==> config.mk <==
export PLATFORM = sky130hd
export DESIGN_NAME = sprite_row_fetcher_flat
export DESIGN_NICKNAME = d
export VERILOG_FILES = /design/src/rtl/sprite_pkg.sv /design/src/rtl/sprite_row_fetcher_if.sv /design/src/rtl/sprite_line_buf.sv /design/src/rtl/sprite_row_fetcher.sv /design/src/flat_wrapper.sv
export SDC_FILE = /design/constraint.sdc
export NUM_CORES = 1
export LEC_CHECK = 0
export ABC_AREA = 1
export BUFFER_PORTS_ARGS = -buffer_cell sky130_fd_sc_hd__buf_4
export CAP_MARGIN = 10
export CELL_PAD_IN_SITES_DETAIL_PLACEMENT = 2
export CELL_PAD_IN_SITES_GLOBAL_PLACEMENT = 2
export CORE_MARGIN = 1.5
export CORE_UTILIZATION = 45
export DETAILED_ROUTE_END_ITERATION = 10
export GPL_TIMING_DRIVEN = 1
export PLACE_DENSITY_LB_ADDON = 0.3
export SETUP_SLACK_MARGIN = 0.4
export SLEW_MARGIN = 20
export SYNTH_ARGS = -nofsm -noshare
export SYNTH_HDL_FRONTEND = slang
export SYNTH_SLANG_ARGS = --single-unit
==> constraint.sdc <==
create_clock -name Clk -period 7.2 [get_ports Clk]
set_input_delay 1.08 -clock Clk [delete_from_list [all_inputs] [get_ports Clk]]
set_output_delay 1.08 -clock Clk [all_outputs]
set_load 0.005 [all_outputs]
==> src/rtl/sprite_pkg.sv <==
// Shared constants and types for the sprite row fetcher.
// Holds default geometry, pixel format, colour key and the FSM state type.
package sprite_pkg;

    localparam int SPR_W  = 64;
    localparam int SPR_H  = 64;
    localparam int PIX_W  = 24;
    localparam int ADDR_W = 13;

    localparam logic [PIX_W-1:0] KEY_COLOR = 24'hFF00FF;

    typedef enum logic [1:0] {
        IDLE,
        FETCH,
        DRAIN
    } fetch_state_t;

endpackage

==> src/rtl/sprite_row_fetcher_if.sv <==
// Bundle between a sprite row fetcher, its ROM and its pixel consumer.
// Ports: fetch request/status, ROM address/data, buffer read index/pixel/opaque.
// master = client side (requester, ROM, colour mapper); slave = fetcher.
interface sprite_row_fetcher_if
    import sprite_pkg::*;
#(
    parameter int AW = ADDR_W,
    parameter int PW = PIX_W,
    parameter int XW = $clog2(SPR_W),
    parameter int RW = $clog2(SPR_H)
);

    logic          fetch_req;
    logic [AW-1:0] fetch_base;
    logic [RW-1:0] fetch_row;
    logic          fetch_busy;
    logic          fetch_done;
    logic [AW-1:0] rom_addr;
    logic [PW-1:0] rom_data;
    logic [XW-1:0] rd_x;
    logic [PW-1:0] rd_pixel;
    logic          rd_opaque;

    modport master (
        output fetch_req, fetch_base, fetch_row, rom_data, rd_x,
        input  fetch_busy, fetch_done, rom_addr, rd_pixel, rd_opaque
    );

    modport slave (
        input  fetch_req, fetch_base, fetch_row, rom_data, rd_x,
        output fetch_busy, fetch_done, rom_addr, rd_pixel, rd_opaque
    );

endinterface

==> src/rtl/sprite_line_buf.sv <==
// One-row sprite line buffer: simple dual-port RAM, sync write, sync
// read-before-write, plus a registered opaque flag aligned with rd_data.
// Ports: clk, rst, we/wr_idx/wr_data (write), rd_idx/rd_data/rd_opaque (read).
// Macro SPRITE_COLORKEY_EN: opaque = (pixel != KEY), else constant 1.
module sprite_line_buf #(
    parameter int                 DEPTH = 64,
    parameter int                 WIDTH = 24,
    parameter logic [WIDTH-1:0]   KEY   = 24'hFF00FF
) (
    input  logic                     clk,
    input  logic                     rst,
    input  logic                     we,
    input  logic [$clog2(DEPTH)-1:0] wr_idx,
    input  logic [WIDTH-1:0]         wr_data,
    input  logic [$clog2(DEPTH)-1:0] rd_idx,
    output logic [WIDTH-1:0]         rd_data,
    output logic                     rd_opaque
);

    logic [WIDTH-1:0] mem [DEPTH];

    // Storage has no reset so partial rows survive a mid-fetch reset.
    always_ff @(posedge clk) begin
        if (we) begin
            mem[wr_idx] <= wr_data;
        end
    end

    // Reads see the pre-write contents on an index collision.
    always_ff @(posedge clk) begin
        if (rst) begin
            rd_data <= '0;
        end else begin
            rd_data <= mem[rd_idx];
        end
    end

`ifdef SPRITE_COLORKEY_EN
    always_ff @(posedge clk) begin
        if (rst) begin
            rd_opaque <= 1'b0;
        end else begin
            rd_opaque <= (mem[rd_idx] != KEY);
        end
    end
`else
    wire unused_key;
    assign unused_key = ^KEY;

    always_ff @(posedge clk) begin
        if (rst) begin
            rd_opaque <= 1'b0;
        end else begin
            rd_opaque <= 1'b1;
        end
    end
`endif

endmodule

==> src/rtl/sprite_row_fetcher.sv <==
// Fetches one sprite row from a 1-cycle-latency ROM into a line buffer,
// then serves pixels from it with one cycle of read latency.
// Ports: Clk, Reset (sync, active-high), bus (sprite_row_fetcher_if.slave).
// Macro SPRITE_COLORKEY_EN enables the transparent-colour comparator.
// The bus instance must be built with widths matching these parameters.
module sprite_row_fetcher #(
    parameter int                SPR_W     = 64,
    parameter int                SPR_H     = 64,
    parameter int                ADDR_W    = 13,
    parameter int                PIX_W     = 24,
    parameter logic [PIX_W-1:0]  KEY_COLOR = 24'hFF00FF
) (
    input  logic                 Clk,
    input  logic                 Reset,
    sprite_row_fetcher_if.slave  bus
);
    import sprite_pkg::*;

    localparam int XW = $clog2(SPR_W);
    localparam int RW = $clog2(SPR_H);

    localparam logic [XW-1:0]     LAST_COL = XW'(SPR_W - 1);
    localparam logic [ADDR_W-1:0] ROW_STEP = ADDR_W'(SPR_W);

    fetch_state_t      state;
    fetch_state_t      state_nx;
    logic [XW-1:0]     col;
    logic [XW-1:0]     col_nx;
    logic [ADDR_W-1:0] base_q;
    logic [ADDR_W-1:0] base_nx;
    logic [RW-1:0]     row_q;
    logic [RW-1:0]     row_nx;
    logic [ADDR_W-1:0] addr;
    logic [ADDR_W-1:0] row_off;
    logic              done_q;
    logic              done_nx;
    logic              wr_en;
    logic [XW-1:0]     wr_idx;

    // Address arithmetic wraps modulo 2^ADDR_W.
    assign row_off = ADDR_W'(row_q) * ROW_STEP;

    always_ff @(posedge Clk) begin
        if (Reset) begin
            state  <= IDLE;
            col    <= '0;
            base_q <= '0;
            row_q  <= '0;
            done_q <= 1'b0;
            wr_en  <= 1'b0;
            wr_idx <= '0;
        end else begin
            state  <= state_nx;
            col    <= col_nx;
            base_q <= base_nx;
            row_q  <= row_nx;
            done_q <= done_nx;
            // ROM data lands one cycle after its address: delay col to match.
            wr_en  <= (state == FETCH);
            wr_idx <= col;
        end
    end

    always_comb begin
        state_nx = state;
        col_nx   = col;
        base_nx  = base_q;
        row_nx   = row_q;
        addr     = '0;
        done_nx  = 1'b0;
        unique case (state)
            IDLE: begin
                if (bus.fetch_req) begin
                    base_nx  = bus.fetch_base;
                    row_nx   = bus.fetch_row;
                    col_nx   = '0;
                    state_nx = FETCH;
                end
            end
            FETCH: begin
                addr   = base_q + row_off + ADDR_W'(col);
                col_nx = col + 1'b1;
                if (col == LAST_COL) begin
                    state_nx = DRAIN;
                end
            end
            DRAIN: begin
                state_nx = IDLE;
                done_nx  = 1'b1;
            end
            default: begin
                state_nx = IDLE;
            end
        endcase
    end

    assign bus.rom_addr   = addr;
    assign bus.fetch_busy = (state != IDLE);
    assign bus.fetch_done = done_q;

    sprite_line_buf #(
        .DEPTH (SPR_W),
        .WIDTH (PIX_W),
        .KEY   (KEY_COLOR)
    ) u_buf (
        .clk       (Clk),
        .rst       (Reset),
        .we        (wr_en),
        .wr_idx    (wr_idx),
        .wr_data   (bus.rom_data),
        .rd_idx    (bus.rd_x),
        .rd_data   (bus.rd_pixel),
        .rd_opaque (bus.rd_opaque)
    );

endmodule

==> src/flat_wrapper.sv <==
// flat-port wrapper written by rule: the top's interface ports become plain ports
module sprite_row_fetcher_flat import sprite_pkg::*;
#(
    parameter int                SPR_W     = 64,
    parameter int                SPR_H     = 64,
    parameter int                ADDR_W    = 13,
    parameter int                PIX_W     = 24,
    parameter logic [PIX_W-1:0]  KEY_COLOR = 24'hFF00FF
)
  (Clk, Reset, bus_fetch_req, bus_fetch_base, bus_fetch_row, bus_rom_data, bus_rd_x, bus_fetch_busy, bus_fetch_done, bus_rom_addr, bus_rd_pixel, bus_rd_opaque);
  sprite_row_fetcher_if bus_i ();
  input  logic Clk;
  input  logic Reset;
  input wire logic [$bits(bus_i.fetch_req)-1:0] bus_fetch_req;
  input wire logic [$bits(bus_i.fetch_base)-1:0] bus_fetch_base;
  input wire logic [$bits(bus_i.fetch_row)-1:0] bus_fetch_row;
  input wire logic [$bits(bus_i.rom_data)-1:0] bus_rom_data;
  input wire logic [$bits(bus_i.rd_x)-1:0] bus_rd_x;
  output wire logic [$bits(bus_i.fetch_busy)-1:0] bus_fetch_busy;
  output wire logic [$bits(bus_i.fetch_done)-1:0] bus_fetch_done;
  output wire logic [$bits(bus_i.rom_addr)-1:0] bus_rom_addr;
  output wire logic [$bits(bus_i.rd_pixel)-1:0] bus_rd_pixel;
  output wire logic [$bits(bus_i.rd_opaque)-1:0] bus_rd_opaque;
  assign bus_i.fetch_req = bus_fetch_req;
  assign bus_i.fetch_base = bus_fetch_base;
  assign bus_i.fetch_row = bus_fetch_row;
  assign bus_i.rom_data = bus_rom_data;
  assign bus_i.rd_x = bus_rd_x;
  assign bus_fetch_busy = bus_i.fetch_busy;
  assign bus_fetch_done = bus_i.fetch_done;
  assign bus_rom_addr = bus_i.rom_addr;
  assign bus_rd_pixel = bus_i.rd_pixel;
  assign bus_rd_opaque = bus_i.rd_opaque;
  sprite_row_fetcher #(.SPR_W(SPR_W), .SPR_H(SPR_H), .ADDR_W(ADDR_W), .PIX_W(PIX_W), .KEY_COLOR(KEY_COLOR)) u_core (.Clk(Clk), .Reset(Reset), .bus(bus_i));
endmodule
==> out/metrics.cfg <==
[status]
status=completed

[routing]
dr_total_vias=47300
firstDrtPassIters=5
drt-vias-per-instance=6.27
drc_errors=0
wl_per_cell_microns=33.9
drt-initial-drc-count=5081
postRouteWirelength_mm=256
postRouteAntennaNets=0

[synthesis]
avgSynthCellArea_sq_um=11.8
yosys.cell_types.count=28
synth_seq_cells=1596
netlist_area_sq_um=64500
synth_nets=5553
seq_area_frac_synth=0.733
synth_top_area_frac=0.715
synth.largest_area_cell=edfxtp_1
synth_warnings=0
synthesis.instances=5487
synthTopCellsByArea=edfxtp_1 71%, nand2_1 11%, nand3_1 10%, dfxtp_1 1.9%, buf_2 1.3%

[timing]
rsz0062_at_grt=false
period_needed_ps=4330
tightest_slew_ps=1180
slew_violations=0
fmax_mhz=231
slew_headroom=0.213
clock_skew_ps=38.3
setup_viol=0
finalHoldWorstSlack_ps=479
setup_tns_ps=0
timing.final.crit_share=0.602
layout_setup_ws_ps=2870
hold_violations=0

[grt]
overflow=0
grt_pass1_wl_mm=367
grtUsageTotal=0.348
grt_antenna_before_repair=17
grt_pass1_vias=52000
grt_max_degree=165

[job]
max_cap_viol_count=0

[finish]
nets=5580
fin_cells=7545
drive_above_1_share=0.0886
area_growth_pct=12.0
final_common_cell=nand2_1
mostFrequentLayoutCells=1,945 x nand2_1, 1,536 x edfxtp_1, 1,314 x nand3_1
fillers=13800

[critical_path]
worst-path-buf-inv=2
cp.required_ps=6120
path_max_fanout=4
critPathCaptureType=primary output
crit_path_start_kind=flop
cpLargestDelayFamily=compound AO/OA/AOI/OAI gates
critPathMaxStageDelay_ps=540
cp.arrival_ps=3250
crit_top_cell=nand3_1
critPathKind=reg -> out
critical_path.cell_chain=ha_1 -> inv_1 -> fa_1 -> o31ai_1 -> nand3_1 -> nand3_1 -> o21ai_0 -> a21oi_1 -> buf_4
slowest_stage=o31ai_1

[placement]
place_congestion=0.795
hpwl_mm=133
portBuffers=91
dp_slack_ps=2770
dp.cells=7232

[power_and_ir_drop]
vdd_drop_max_mv=0.282
share_comb_of_total_power=0.066
power_mw=20.5
power_frac_seq=0.500
p_int_mw=15.4
power_frac_clock=0.434
powerDensity_nw_per_um2=283
switchingPower_mw=5.03
swShare=0.246
p_leak_nw=25.9

[die]
die_y_microns=382
ios=92
core-area_sq_um=142000
design.die.area_sq_um=146000
rows=138
initial_core_util=0.455
die_x_microns=382

[cts]
cts_setup_buffers=0
root_buffer=clkbuf_16
insertion_delay_ps=840
cts_resized=0
cts_tree=built
cts_sinks=1596
clk_path_buf_depth=3
htree_levels=4
path_clk_slew_ps=60
hold_buffers=0
cts_buffers=170

[hold_path]
min_path_type=reg -> reg

-- final timing paths --
path                           startpoint                                 to  slack [ps]  cells after the start
max            u_core.col[0]$_SDFFE_PP0P_                   bus_rom_addr[12]        2870                      9
min          u_core.state[1]$_SDFFE_PP0P_   u_core.bus.fetch_done$_SDFF_PP0_         480                      2
max reg2reg   u_core.wr_idx[0]$_SDFF_PP0_  u_core.u_buf.mem[38][0]$_DFFE_PP_        3520                      4
min reg2reg  u_core.state[1]$_SDFFE_PP0P_   u_core.bus.fetch_done$_SDFF_PP0_         480                      2
-- Yosys cell counts, drive strengths merged --
| cell type | number |
|---|---|
| o22a | 1 |
| buf | 276 |
| dfxtp | 60 |
| nor3 | 2 |
| o21bai | 1 |
| o21ai | 37 |
| nand4 | 9 |
| ha | 13 |
| nor2 | 121 |
| nor4 | 9 |
| a22o | 1 |
| o21a | 3 |
| clkinv | 3 |
| xor2 | 2 |
| nand3 | 1314 |
| a21oi | 49 |
| inv | 31 |
| clkbuf | 72 |
| o31ai | 1 |
| nand2 | 1945 |
| edfxtp | 1536 |
| fa | 1 |
-- state kept, by name, summed over array words and instances (netlist names) --
name                    cells
u_core.u_buf.mem         1536
u_core.u_buf.rd_data       24
u_core.base_q              13
u_core.col                  6
u_core.row_q                6
u_core.wr_idx               6
u_core.state                2
u_core.bus.fetch_done       1
u_core.u_buf.rd_opaque      1
u_core.wr_en                1
-- layer usage --
layer | GRT usage | share of wire | up-vias
met1 | 0.425 | 0.37 | 24700
met3 | 0.0640 | 0.076 | 680
li1 | - | - | 19400
met5 | 0 | 0.00047 | -
met2 | 0.596 | 0.50 | 2472
met4 | 0.166 | 0.049 | 20
-- worst min-delay path, cell delays in order (launching register included) --
cell     delay [ps]
dfxtp_1         330
nand2_1          70
nor2_1           40
-- power groups by stage --
stage | Clock (mW) | Sequential, mW | Combinational (mW)
floorplan | 0 | 10.4 | 0.667
global placement | 0 | 10.4 | 1.21
CTS | 8.93 | 10.2 | 1.33
detailed placement | 0 | 10.4 | 1.28
global route | 9.21 | 10.2 | 1.41
finish | 8.88 | 10.2 | 1.34
-- area by class of cell --
| cell class | instances | area [sq um] | share of cell area |
|---|---|---|---|
| diodes | 2 | 5.00 | 0.0000693 |
| clock buffers | 234 | 4690 | 0.0649 |
| clock inverters | 77 | 668 | 0.00924 |
| inverters | 34 | 164 | 0.00227 |
| multi-input cells | 3509 | 15300 | 0.212 |
| flip-flops and latches | 1596 | 47300 | 0.655 |
| well taps | 1890 | 2360 | 0.0327 |
| repair buffers | 203 | 1720 | 0.0238 |
-- stage by stage --
stage	util	area, sq um
after floorplan	-	64500
after global placement	0.471	66900
after detailed placement	0.471	66900
after CTS	0.509	72300
after global routing	0.509	72300
final	0.509	72300
-- cell families after synthesis --
logic type	synth area share
buffers and inverters	0.0320
XOR/XNOR	0.000271
flip-flops	0.733
adder cells (fa/ha/maj)	0.00283
AND/OR/NAND/NOR	0.224
AO/OA/AOI/OAI	0.00752
(Power assumes the default switching activity.)
